===== src/rtl/nt_stall_pkg.sv =====
// Shared definitions for the SCL stall path: scheduler state encoding and
// the widths of the stall-cycle count and watchdog.
package nt_stall_pkg;

  localparam int STALL_CNT_W = 5;
  localparam int STALL_TO_W  = 6;

  typedef enum logic [1:0] {
    IDLE    = 2'd0,
    STALL   = 2'd1,
    RELEASE = 2'd2
  } stall_state_e;

endpackage


===== src/rtl/scl_stall_scheduler_if.sv =====
// Requester and staller bundle of the stall scheduler. The slave modport is
// the scheduler's view; the master modport is the requesters plus the staller.
interface scl_stall_scheduler_if
  import nt_stall_pkg::*;
#(
  parameter int NUM_REQ = 4
);

  localparam int ID_W = (NUM_REQ > 1) ? $clog2(NUM_REQ) : 1;

  logic [NUM_REQ-1:0]             i_req;
  logic [STALL_CNT_W*NUM_REQ-1:0] i_req_cycles;
  logic [NUM_REQ-1:0]             o_req_done;
  logic [NUM_REQ-1:0]             o_req_err;
  logic [ID_W-1:0]                o_grant_id;
  logic                           o_busy;
  logic                           o_stall_flag;
  logic [STALL_CNT_W-1:0]         o_stall_cycles;
  logic                           i_stall_done;

  modport slave (
    input  i_req, i_req_cycles, i_stall_done,
    output o_req_done, o_req_err, o_grant_id, o_busy, o_stall_flag, o_stall_cycles
  );

  modport master (
    output i_req, i_req_cycles, i_stall_done,
    input  o_req_done, o_req_err, o_grant_id, o_busy, o_stall_flag, o_stall_cycles
  );

endinterface


===== src/rtl/scl_stall_scheduler_rr_picker.sv =====
// Combinational round-robin picker: finds the first set request bit at or
// after ptr, wrapping modulo N. Reusable by any arbiter with a rotating pointer.
module rr_picker #(
  parameter int N    = 4,
  parameter int ID_W = 2
) (
  input  logic [N-1:0]    req,
  input  logic [ID_W-1:0] ptr,
  output logic            found,
  output logic [ID_W-1:0] id
);

  logic [ID_W:0] idx;

  // Scan offsets from farthest to nearest so the nearest hit is the last
  // assignment and therefore wins.
  always_comb begin
    // NOTE: every output gets a default before the loop; a path that leaves
    // one unassigned would infer a latch.
    found = 1'b0;
    id    = '0;
    idx   = '0;
    for (int i = N - 1; i >= 0; i--) begin
      idx = {1'b0, ptr} + (ID_W + 1)'(i);
      if (idx >= (ID_W + 1)'(N)) begin
        idx = idx - (ID_W + 1)'(N);
      end
      if (req[idx[ID_W-1:0]]) begin
        found = 1'b1;
        id    = idx[ID_W-1:0];
      end
    end
  end

endmodule


===== src/rtl/scl_stall_scheduler.sv =====
// Round-robin owner of the single scl_staller: grants one requester at a time,
// runs flag/done/release sequencing and a watchdog, and returns done/err pulses.
module scl_stall_scheduler
  import nt_stall_pkg::*;
#(
  parameter int NUM_REQ = 4,
  parameter int TIMEOUT = 40
) (
  input  logic                 i_sch_clk,
  input  logic                 i_sch_rst_n,
  scl_stall_scheduler_if.slave sch
);

  localparam int ID_W = (NUM_REQ > 1) ? $clog2(NUM_REQ) : 1;
  localparam logic [STALL_TO_W-1:0] WDOG_LAST = STALL_TO_W'(TIMEOUT - 1);
  localparam logic [ID_W-1:0]       LAST_ID   = ID_W'(NUM_REQ - 1);

  stall_state_e           state;
  logic [ID_W-1:0]        rr_ptr;
  logic [STALL_TO_W-1:0]  wdog;
  logic [ID_W-1:0]        grant_q;
  logic [STALL_CNT_W-1:0] cycles_q;
  logic                   flag_q;
  logic                   busy_q;
  logic [NUM_REQ-1:0]     done_q;
  logic [NUM_REQ-1:0]     err_q;

  logic                   pick_found;
  logic [ID_W-1:0]        pick_id;
  logic [ID_W-1:0]        ptr_next;
  logic [STALL_CNT_W-1:0] cyc_arr [NUM_REQ];

  for (genvar k = 0; k < NUM_REQ; k++) begin : g_cyc
    assign cyc_arr[k] = sch.i_req_cycles[STALL_CNT_W*k +: STALL_CNT_W];
  end

  rr_picker #(
    .N    (NUM_REQ),
    .ID_W (ID_W)
  ) u_rr_picker (
    .req   (sch.i_req),
    .ptr   (rr_ptr),
    .found (pick_found),
    .id    (pick_id)
  );

  assign ptr_next = (grant_q == LAST_ID) ? '0 : grant_q + ID_W'(1);

  always_ff @(posedge i_sch_clk) begin
    // NOTE: sequential state uses non-blocking assignments only, so every
    // read in this block sees the value from before the edge.
    if (!i_sch_rst_n) begin
      state    <= IDLE;
      rr_ptr   <= '0;
      wdog     <= '0;
      grant_q  <= '0;
      cycles_q <= '0;
      flag_q   <= 1'b0;
      busy_q   <= 1'b0;
      done_q   <= '0;
      err_q    <= '0;
    end else begin
      // Pulses default low and are raised only on the STALL exit edge.
      done_q <= '0;
      err_q  <= '0;
      unique case (state)
        IDLE: begin
          if (pick_found) begin
            grant_q  <= pick_id;
            cycles_q <= cyc_arr[pick_id];
            flag_q   <= 1'b1;
            busy_q   <= 1'b1;
            wdog     <= '0;
            state    <= STALL;
          end
        end
        STALL: begin
          wdog <= wdog + STALL_TO_W'(1);
          if (sch.i_stall_done) begin
            flag_q          <= 1'b0;
            done_q[grant_q] <= 1'b1;
            state           <= RELEASE;
          end else if (wdog == WDOG_LAST) begin
            flag_q         <= 1'b0;
            err_q[grant_q] <= 1'b1;
            state          <= RELEASE;
          end
        end
        RELEASE: begin
          // Waiting for done to drop lets the staller counter restart from 0.
          if (!sch.i_stall_done) begin
            rr_ptr <= ptr_next;
            busy_q <= 1'b0;
            state  <= IDLE;
          end
        end
        default: begin
          state <= IDLE;
        end
      endcase
    end
  end

  assign sch.o_req_done     = done_q;
  assign sch.o_req_err      = err_q;
  assign sch.o_grant_id     = grant_q;
  assign sch.o_busy         = busy_q;
  assign sch.o_stall_flag   = flag_q;
  assign sch.o_stall_cycles = cycles_q;

endmodule

===== src/flat_wrapper.sv =====
// flat-port wrapper written by rule: the top's interface ports become plain ports
module scl_stall_scheduler_flat import nt_stall_pkg::*;
#(
  parameter int NUM_REQ = 4,
  parameter int TIMEOUT = 40
)
  (i_sch_clk, i_sch_rst_n, sch_i_req, sch_i_req_cycles, sch_i_stall_done, sch_o_req_done, sch_o_req_err, sch_o_grant_id, sch_o_busy, sch_o_stall_flag, sch_o_stall_cycles);
  scl_stall_scheduler_if #(.NUM_REQ(NUM_REQ)) sch_i ();
  input  logic i_sch_clk;
  input  logic i_sch_rst_n;
  input wire logic [$bits(sch_i.i_req)-1:0] sch_i_req;
  input wire logic [$bits(sch_i.i_req_cycles)-1:0] sch_i_req_cycles;
  input wire logic [$bits(sch_i.i_stall_done)-1:0] sch_i_stall_done;
  output wire logic [$bits(sch_i.o_req_done)-1:0] sch_o_req_done;
  output wire logic [$bits(sch_i.o_req_err)-1:0] sch_o_req_err;
  output wire logic [$bits(sch_i.o_grant_id)-1:0] sch_o_grant_id;
  output wire logic [$bits(sch_i.o_busy)-1:0] sch_o_busy;
  output wire logic [$bits(sch_i.o_stall_flag)-1:0] sch_o_stall_flag;
  output wire logic [$bits(sch_i.o_stall_cycles)-1:0] sch_o_stall_cycles;
  assign sch_i.i_req = sch_i_req;
  assign sch_i.i_req_cycles = sch_i_req_cycles;
  assign sch_i.i_stall_done = sch_i_stall_done;
  assign sch_o_req_done = sch_i.o_req_done;
  assign sch_o_req_err = sch_i.o_req_err;
  assign sch_o_grant_id = sch_i.o_grant_id;
  assign sch_o_busy = sch_i.o_busy;
  assign sch_o_stall_flag = sch_i.o_stall_flag;
  assign sch_o_stall_cycles = sch_i.o_stall_cycles;
  scl_stall_scheduler #(.NUM_REQ(NUM_REQ), .TIMEOUT(TIMEOUT)) u_core (.i_sch_clk(i_sch_clk), .i_sch_rst_n(i_sch_rst_n), .sch(sch_i));
endmodule

===== config.mk =====
export PLATFORM = sky130hd
export DESIGN_NAME = scl_stall_scheduler_flat
export DESIGN_NICKNAME = d
export VERILOG_FILES = /design/src/rtl/nt_stall_pkg.sv /design/src/rtl/scl_stall_scheduler_if.sv /design/src/rtl/scl_stall_scheduler_rr_picker.sv /design/src/rtl/scl_stall_scheduler.sv /design/src/flat_wrapper.sv
export SDC_FILE = /design/constraint.sdc
export NUM_CORES = 1
export LEC_CHECK = 0
export CAP_MARGIN = 20
export CORE_MARGIN = 5
export CORE_UTILIZATION = 46
export CTS_BUF_LIST = sky130_fd_sc_hd__clkbuf_16
export CTS_CLUSTER_DIAMETER = 120
export DETAILED_ROUTE_END_ITERATION = 8
export DONT_BUFFER_PORTS = 1
export PLACE_DENSITY = 0.72
export RECOVER_POWER = 50
export SLEW_MARGIN = 0
export SYNTH_ARGS = -nofsm -noshare
export SYNTH_HDL_FRONTEND = slang
export SYNTH_HIERARCHICAL = 1
export SYNTH_SLANG_ARGS = --single-unit

===== constraint.sdc =====
create_clock -name i_sch_clk -period 1.8 [get_ports i_sch_clk]
set_clock_uncertainty 0.2 [all_clocks]
set_input_delay 0.36 -clock i_sch_clk [delete_from_list [all_inputs] [get_ports i_sch_clk]]
set_output_delay 0.36 -clock i_sch_clk [all_outputs]
set_load 0.01 [all_outputs]

==> reports/qor.txt <==
Final GP Congestion = 0.747
CP max FO = 6
fin util = 53.5%
Final Cycle Share = 103%
reg2reg setup slack = -0.06 ns
vias in the first global route = 930
Clock transition at path regs = 0.07 ns
setup_tns = -0.138 ns
Layout area overhead = 11.9%
Worst Setup SP = u_core/rr_ptr[1]
max-slew violation count = 0
clk sink count = 27
Longest Clk Path Bufs = 2
GRT overflow = 0
first-pass GRT wire length = 4550 µm
Max Freq = 0.538 GHz
root buf cell = clkbuf_16
WL/cell = 16.6 µm
Yosys cell types = 31
DIE AREA = 4040 µm²
Tot GR Track Use = 14.2%
WS Path Type = flop to flop
Remaining DRCs = 0
number of DRC violations after detailed-routing iteration 0 = 21
sequential fraction of the synthesis area = 41.0%
Yosys reg bits = 27
Placed Area = 1340 µm²
# IOs = 44
synthesized cell area = 1320 µm²
CP endpoint = u_core/sch.o_stall_cycles[2]
Setup WS post-layout = -0.0582 ns
Reg2Reg Launch Point = u_core/rr_ptr[1]
Final Critical Period = 1.86 ns
number of nets in the layout = 177
Syn Area/Cell = 9.29 µm²
net count after synthesis = 174
Worst VDD drop = 824 µV
CP arrival = 1.81 ns
DP Worst Slack = -0.116 ns
Inserted Diodes = 0
Max Cap Viol = 0
Hold Vio Cnt, Final = 0
Setup Viol. Count Final = 5
Die W = 63.5 µm
I/O Buffers = 0
CTS buffer count = 3
Required @ worst endpoint = 1.75 ns
CTS tree = built
Synth Warn # = 6
dpl hpwl = 2130 µm
leakage power = 0.533 nW
pwr dens = 913 nW/µm²
storage element area = 546 µm²
cts hold-fix bufs = 0
Skew-Pair Late Insertion Delay = 0.26 ns
design area = 1480 µm²
vias = 1002
Max-slew headroom = 66.5%
Die Span Y = 63.5 µm
post-route ant nets = 0
initial antenna violation count = 0
final worst hold slack = 0.0601 ns
largest net degree at the start of global routing = 20
Post-synth ARST share = 0%
Most used DFF post-synth = dfxtp_1
FF-to-FF path depth = 7
area of the multi-input gates = 744 µm²
Worst Tran Pin Value = 0.500 ns
filler cell count = 257
violated checks = setup timing
HP Class = primary input to flop
layout cell share with drive strength beyond 1 = 20.1%
DRT Pass-1 Iters = 4
RSZ-0062 raised after global routing = yes
Post-synth EDFFs = 0
status = finished with violations
DRT Wirelength = 2900 µm
Post-Syn Instances = 142
Reg-to-Reg End = u_core/sch.o_stall_cycles[2]
cell row count = 19
# H-tree levels = 1
Via-to-Cell Ratio = 5.73
type of origin of the critical path = flop
initial core utilization = 47.8%
Placeable Area = 2760 µm²
Crit. End Element = flop
[synth_stat cells (3+ instances only)]
| cell type | count | area share [%] |
|---|---|---|
| buf_2 | 3 | 1.1 |
| o211ai_1 | 4 | 2.3 |
| nand2_1 | 19 | 5.4 |
| nand3_1 | 4 | 1.5 |
| or3_1 | 3 | 1.4 |
| nand2b_1 | 5 | 2.4 |
| nor3_1 | 3 | 1.1 |
| ha_1 | 5 | 4.7 |
| nor3b_1 | 3 | 1.7 |
| nor2_1 | 9 | 2.6 |
| mux4_2 | 5 | 8.5 |
| and2_1 | 6 | 2.8 |
| mux2i_1 | 5 | 3.8 |
| inv_1 | 6 | 1.7 |
| dfxtp_1 | 27 | 41 |
| nor2b_1 | 3 | 1.4 |
| o21ai_0 | 3 | 1.1 |
| a21oi_1 | 13 | 4.9 |
[state kept, by name, summed over array words and instances (netlist names)]
register                   cells
u_core/wdog                    6
u_core/sch.o_stall_cycles      5
u_core/sch.o_req_done          4
u_core/sch.o_req_err           4
u_core/rr_ptr                  2
u_core/sch.o_grant_id          2
u_core/state                   2
u_core/sch.o_busy              1
u_core/sch.o_stall_flag        1
[metal layers]
layer	share of wire (%)	vias to the layer above	track usage, %
li1	-	498	-
met1	41	473	18.1
met2	51	27	22.2
met3	6.8	4	4.62
met4	1.2	0	5.45
met5	0	-	0
[metrics by stage]
| stage | total power [mW] | std cells |
|---|---|---|
| floorplan | 0.809 | 142 |
| global placement | 0.824 | 170 |
| detailed placement | 0.829 | 170 |
| CTS | 1.34 | 174 |
| global route | 1.41 | 175 |
| finish | 1.35 | 175 |
[layout make-up]
class                   instances  share of cell area, %
multi-input cells             102                   50.5
flip-flops and latches         27                   37.0
well taps                      31                   2.63
clock inverters                 1                  0.509
repair buffers                  5                   2.80
inverters                       6                   1.53
clock buffers                   3                   5.09
[kinds of logic (layout without fill, tap and decap cells)]
group / Yosys count / count (layout) / share of synthesized area [%]
AND/OR/NAND/NOR: 61 / 61 / 24.5
flip-flops: 27 / 27 / 41.0
AO/OA/AOI/OAI: 26 / 26 / 12.0
buffers and inverters: 13 / 15 / 5.41
multiplexers: 10 / 10 / 12.3
adder cells (fa/ha/maj): 5 / 5 / 4.74
[worst min-delay path by stage]
stage	from	endpoint	slack, ns	cells past startpoint
after floorplan	u_core/wdog[5]	u_core/wdog[5]	0.25	2
after global placement	u_core/wdog[5]	u_core/wdog[5]	0.28	2
after detailed placement	u_core/wdog[5]	u_core/wdog[5]	0.29	2
after CTS	i_sch_rst_n	u_core/wdog[5]	0.06	2
after global routing	i_sch_rst_n	u_core/sch.o_req_err[3]	0.08	2
final	i_sch_rst_n	u_core/wdog[5]	0.06	2
[worst max-delay path: stages, from the launching register on]
cell,delay [ns]
dfxtp_4,0.37
nand2b_4,0.12
a21oi_2,0.05
a211oi_2,0.16
buf_6,0.17
mux4_2,0.51
nand2_2,0.11
a21oi_2,0.06
[report_power, final]
part | internal, mW | switching, mW
Clock | 0.302 | 0.209
Sequential | 0.625 | 0.0425
Combinational | 0.0775 | 0.0895
Total | 1.01 | 0.342
[placed cells by master, fill, tap and decap left out, types with 2 or more instances in the layout]
cell type   n
a211oi_1    2
a21oi_1     9
a21oi_2     4
and2_1      6
buf_4       4
clkbuf_16   3
dfxtp_1    25
ha_1        5
inv_1       6
mux2i_1     5
mux4_2      5
nand2_1    16
nand2_2     3
nand2b_1    4
nand2b_4    2
nand3_1     4
nor2_1      8
nor2b_1     3
nor3_1      3
nor3b_1     2
nor3b_2     2
nor4_1      2
o211ai_1    4
o21ai_0     3
or3_1       3
[timing repair]
| action | 4_1_cts | 5_1_grt |
|---|---|---|
| setup buffers | 0 | 1 |
| resized for setup | 4 | 9 |
| pin swaps | 0 | 3 |
| setup endpoints to repair | 5 | 5 |
No activity file was read; power rests on OpenSTA's default activity.
==> edit 1 (same flow settings) <==
The 3 states of `stall_state_e` get a one-hot encoding in 3 bits.
--- a/src/rtl/nt_stall_pkg.sv
+++ b/src/rtl/nt_stall_pkg.sv
@@ -6,8 +6,8 @@
   localparam int STALL_TO_W  = 6;
 
-  typedef enum logic [1:0] {
-    IDLE    = 2'd0,
-    STALL   = 2'd1,
-    RELEASE = 2'd2
+  typedef enum logic [2:0] {
+    IDLE    = 3'b001,
+    STALL   = 3'b010,
+    RELEASE = 3'b100
   } stall_state_e;
 
Function: no difference found for any inputs over 10 cycles, from zero or initial values and one cycle with i_sch_rst_n low; not proved beyond that.
==> edit 1 against the original RTL <==
The flow still finishes with violations (setup timing); sequential cell count increased by 1; wire length increased by 11%; highest routed layer unchanged; synthesized area increased by 7.0%; setup slack improved by 32 ps; non-clock buffer count increased by 5; design area increased by 11%; largest cell class unchanged; combinational power increased by 48%; count of clock-buffer cells in the layout unchanged; critical path depth unchanged; global-route usage increased by 1.6 points; power increased by 21%.
==> edit 1: results (changes against the original RTL) <==
stage,metric,value,unit,change
timing,endpoints failing setup,5,,unchanged
synth,ys async rst share,0,,unchanged
detailed_routing,Post-Route WL,3.21,mm,was 2.90 mm
timing,setup TNS,-87.4,ps,was -138 ps
placed_design,Placer Congestion,0.849,,was 0.747
synth,synth cell count leaders,"dfxtp_1 (28), nand2_1 (20), a21oi_1 (14), nor2_1 (13), inv_1 (7)",,"was dfxtp_1 (27), nand2_1 (19), a21oi_1 (13), nor2_1 (9)"
synth,Post-Synth Adder-Cell Area,0.0443,,was 0.0474
timing,worst-margin pin slew,386,ps,was 500 ps
finish,share of layout cells above drive strength 1,0.226,,was 0.201
power,leakage power,0.620,nW,was 0.533 nW
finish,fillcell total,271,,was 257
hold_path,"Endpoint, Worst Hold",u_core/state[1],,was u_core/wdog[5]
synth,Post-Synth XOR/XNOR Area,0,,unchanged
placed_design,Post-Place Setup Slack,-29.7,ps,was -116 ps
finish,Layout Cells excl Fill,188,,was 175
run_status,status,"complete, but fails checks",,unchanged
detailed_routing,drt first-iter violations,43,,was 21
synth,complex-gate fraction of the synthesized area,0.122,,was 0.120
synth,"Seq/Total Area, Yosys",0.397,,was 0.410
grt,first-pass GRT wire length,5.35,mm,was 4.55 mm
grt,GR Util All Layers,0.158,,was 0.142
run_status,failing checks,setup timing,,unchanged
placed_design,hpwl dp,2.34,mm,was 2.13 mm
clock_tree,"Clk pin slew, worst setup/hold paths",70,ps,about the same
hold_path,hold path start,i_sch_rst_n,,unchanged
placed_design,placed cells,183,,was 170
synth,Synth Area per Inst,9.47,sq um,was 9.29 sq um
critical_path,FF-to-FF path depth,7,,unchanged
finish,Reg area,564,sq um,was 546 sq um
grt,vias in the first global route,1192,,was 930
synth,Yosys cell types,39,,was 31
synth,mux contribution to synthesized area,0.101,,was 0.123
synth,largest cells by area after synthesis,"dfxtp_1 (40%), mux4_2 (8.0%), nand2_1 (5.3%), a21oi_1 (5.0%), ha_1 (4.4%)",,"was dfxtp_1 (41%), mux4_2 (8.5%), nand2_1 (5.4%), a21oi_1 (4.9%), ha_1 (4.7%)"
grt,pin count of the biggest net entering global routing,17,,was 20
clock_tree,Post-CTS Setup Bufs,0,,unchanged
detailed_routing,via density per instance,6.24,,was 5.73
timing,setup ws final,-26.3,ps,was -58.2 ps
placed_design,placed cell area,0.00148,sq mm,was 0.00134 sq mm
[edit 1: changes by cell type after synthesis, sizes merged, moves of 3 or more]
cell | unedited run | this run
nand3b | 0 | 7
nand3 | 4 | 0
nor2 | 9 | 13
o211ai | 4 | 0
clkbuf | 0 | 3
nand2b | 6 | 3
nor2b | 3 | 0
[edit 1: worst register-to-register path: cells and delay by family (launching register included)]
| family | cells | cell delay (ps) |
|---|---|---|
| multiplexers | 1 | 510 |
| flip-flops | 1 | 370 |
| AO/OA/AOI/OAI | 3 | 260 |
| AND/OR/NAND/NOR | 2 | 200 |
| buffers and inverters | 1 | 170 |
[edit 1: power breakdown]
group / internal, mW / switching, mW / total (mW)
combinational: 0.114 / 0.133 / 0.247
sequential: 0.657 / 0.0592 / 0.716
clock: 0.443 / 0.221 / 0.665
[edit 1: routing by layer]
| layer | share of wire | GRT usage | vias up |
|---|---|---|---|
| li1 | - | - | 544 |
| met1 | 0.40 | 0.176 | 567 |
| met2 | 0.49 | 0.277 | 57 |
| met3 | 0.089 | 0.0615 | 5 |
| met4 | 0.012 | 0.0466 | 0 |
| met5 | 0 | 0 | - |
[edit 1: worst max-delay path by stage]
stage	from	end	slack, ps	cells past startpoint
floorplan	u_core/rr_ptr[1]	u_core/sch.o_stall_cycles[0]	30	6
global placement	u_core/rr_ptr[1]	u_core/sch.o_stall_cycles[4]	3	6
detailed placement	u_core/rr_ptr[1]	u_core/sch.o_stall_cycles[4]	-30	7
CTS	u_core/rr_ptr[1]	u_core/sch.o_stall_cycles[2]	-30	7
global route	u_core/rr_ptr[1]	u_core/sch.o_stall_cycles[2]	-80	7
finish	u_core/rr_ptr[1]	u_core/sch.o_stall_cycles[2]	-30	7
[edit 1: metrics by stage]
| stage | total power, mW | hold slack [ps] |
|---|---|---|
| finish | 1.63 | 31.4 |
| global route | 1.69 | 57.6 |
| floorplan | 0.903 | 261 |
| CTS | 1.62 | 29.8 |
| detailed placement | 0.956 | 244 |
| global placement | 0.948 | 240 |
[edit 1: cell type report]
class / count / share of cell area
flip-flops and latches: 28 / 0.345
clock inverters: 1 / 0.0183
well taps: 33 / 0.0252
clock buffers: 3 / 0.0458
repair buffers: 10 / 0.0474
multi-input cells: 106 / 0.503
inverters: 7 / 0.0160
[edit 1: repair_timing]
item | CTS | global route
pin swaps | 4 | 1
hold endpoints to repair | 1 | 0
gates resized for setup | 5 | 8
hold buffers | 1 | 0
endpoints found under the setup margin | 5 | 5
gates cloned | 0 | 0
[edit 1: kinds of logic (layout without fill, tap and decap cells)]
family | count (synthesis) | in the layout
AND/OR/NAND/NOR | 65 | 65
buffers and inverters | 15 | 21
AO/OA/AOI/OAI | 28 | 28
flip-flops | 28 | 28
multiplexers | 8 | 8
adder cells (fa/ha/maj) | 5 | 5
==> edit 2 (same flow settings) <==
Without the edit above. `NUM_REQ` is set to 4 in 3 places; all go to 8.
--- a/src/rtl/scl_stall_scheduler_if.sv
+++ b/src/rtl/scl_stall_scheduler_if.sv
@@ -4,5 +4,5 @@
   import nt_stall_pkg::*;
 #(
-  parameter int NUM_REQ = 4
+  parameter int NUM_REQ = 8
 );
 
--- a/src/rtl/scl_stall_scheduler.sv
+++ b/src/rtl/scl_stall_scheduler.sv
@@ -4,5 +4,5 @@
   import nt_stall_pkg::*;
 #(
-  parameter int NUM_REQ = 4,
+  parameter int NUM_REQ = 8,
   parameter int TIMEOUT = 40
 ) (
--- a/src/flat_wrapper.sv
+++ b/src/flat_wrapper.sv
@@ -2,5 +2,5 @@
 module scl_stall_scheduler_flat import nt_stall_pkg::*;
 #(
-  parameter int NUM_REQ = 4,
+  parameter int NUM_REQ = 8,
   parameter int TIMEOUT = 40
 )
Ports: changed (5 resized); port bits go from 44 to 77. No check against the original RTL was run, so the function may have changed too.
==> edit 2 against the original RTL <==
The flow still finishes with violations (setup timing); worst hold slack got worse by 41 ps; non-clock buffer count is 50 higher; via count rose by 140%; wire length increased to 2.6 times the old value; design area is 130% higher; sequential cell count rose by 10; power up 93%; setup slack worse by 1300 ps; clock power up 110%; critical path depth is 6 higher; synthesized area rose by 89%; sequential power is 34% higher.
==> edit 2: results (changes against the original RTL) <==
stage,metric,value,unit,change
synth,Post-Synth XOR/XNOR Area,0.0141,,was 0
synth,#FFs+latches synth,37,,was 27
finish,clock buffer count,6,,was 3
detailed_routing,Post-Route WL,7.60,mm,was 2.90 mm
finish,multi-input gates,210,,was 102
critical_path,crit-path max FO,5,,was 6
run_status,failing checks,setup timing,,unchanged
synth,synth cell count leaders,"dfxtp_1 (37), nand2_1 (25), nor2_1 (22), mux2_2 (16), mux2i_1 (15)",,"was dfxtp_1 (27), nand2_1 (19), a21oi_1 (13), nor2_1 (9)"
timing,endpoints failing setup,17,,was 5
finish,clock network area share,0.0546,,was 0.0560
critical_path,Max stage delay on crit path,380,ps,was 510 ps
finish,area delta synth->final,36.4,%,was 11.9%
finish,"Buffers, non-clock",55,,was 5
power,Switch Pwr,0.669,mW,was 0.342 mW
critical_path,RR Startpoint,u_core/rr_ptr[0],,was u_core/rr_ptr[1]
clock_tree,H-tree depth,2,,was 1
grt,first-pass GRT wire length,12.2,mm,was 4.55 mm
placed_design,Placer Congestion,0.908,,was 0.747
synth,Gate Count Post-Synth,269,,was 142
timing,setup ws final,-1400,ps,was -58.2 ps
finish,fillcell total,390,,was 257
critical_path,Worst Path Arrival,3200,ps,was 1810 ps
synth,Post-Syn Nets,325,,was 174
finish,number of nets in the layout,372,,was 177
finish,share of layout cells above drive strength 1,0.423,,was 0.201
finish,sequential cell area share,0.221,,was 0.370
run_status,status,"complete, but fails checks",,unchanged
finish,inverters,7,,was 6
==> edit 2: changes by cell type after synthesis, sizes merged, moves of 6 or more <==
cell    change
nor2       +13
mux2       +18
a21boi      +9
o21ai       +7
nand2       +6
mux2i      +10
o22ai       +6
dfxtp      +10
==> edit 2: final timing paths <==
check                           cells past startpoint                           end
worst min register to register                      2                u_core/wdog[4]
worst max register to register                     13  u_core/sch.o_stall_cycles[4]
worst max-delay path                               13  u_core/sch.o_stall_cycles[4]
worst min-delay path                                1                u_core/wdog[0]
==> edit 2: layer usage <==
layer,vias up,global-route usage,wire length (um)
li1,1101,-,-
met1,1155,0.240,2880
met2,135,0.365,3930
met3,26,0.0671,583
met4,0,0.0746,212
met5,-,0,0
==> edit 2: repair_timing <==
action | in CTS | in global routing
cloned | 1 | 0
setup buffers | 9 | 5
endpoints found under the setup margin | 17 | 24
resized for setup | 34 | 30
pin swaps | 13 | 13
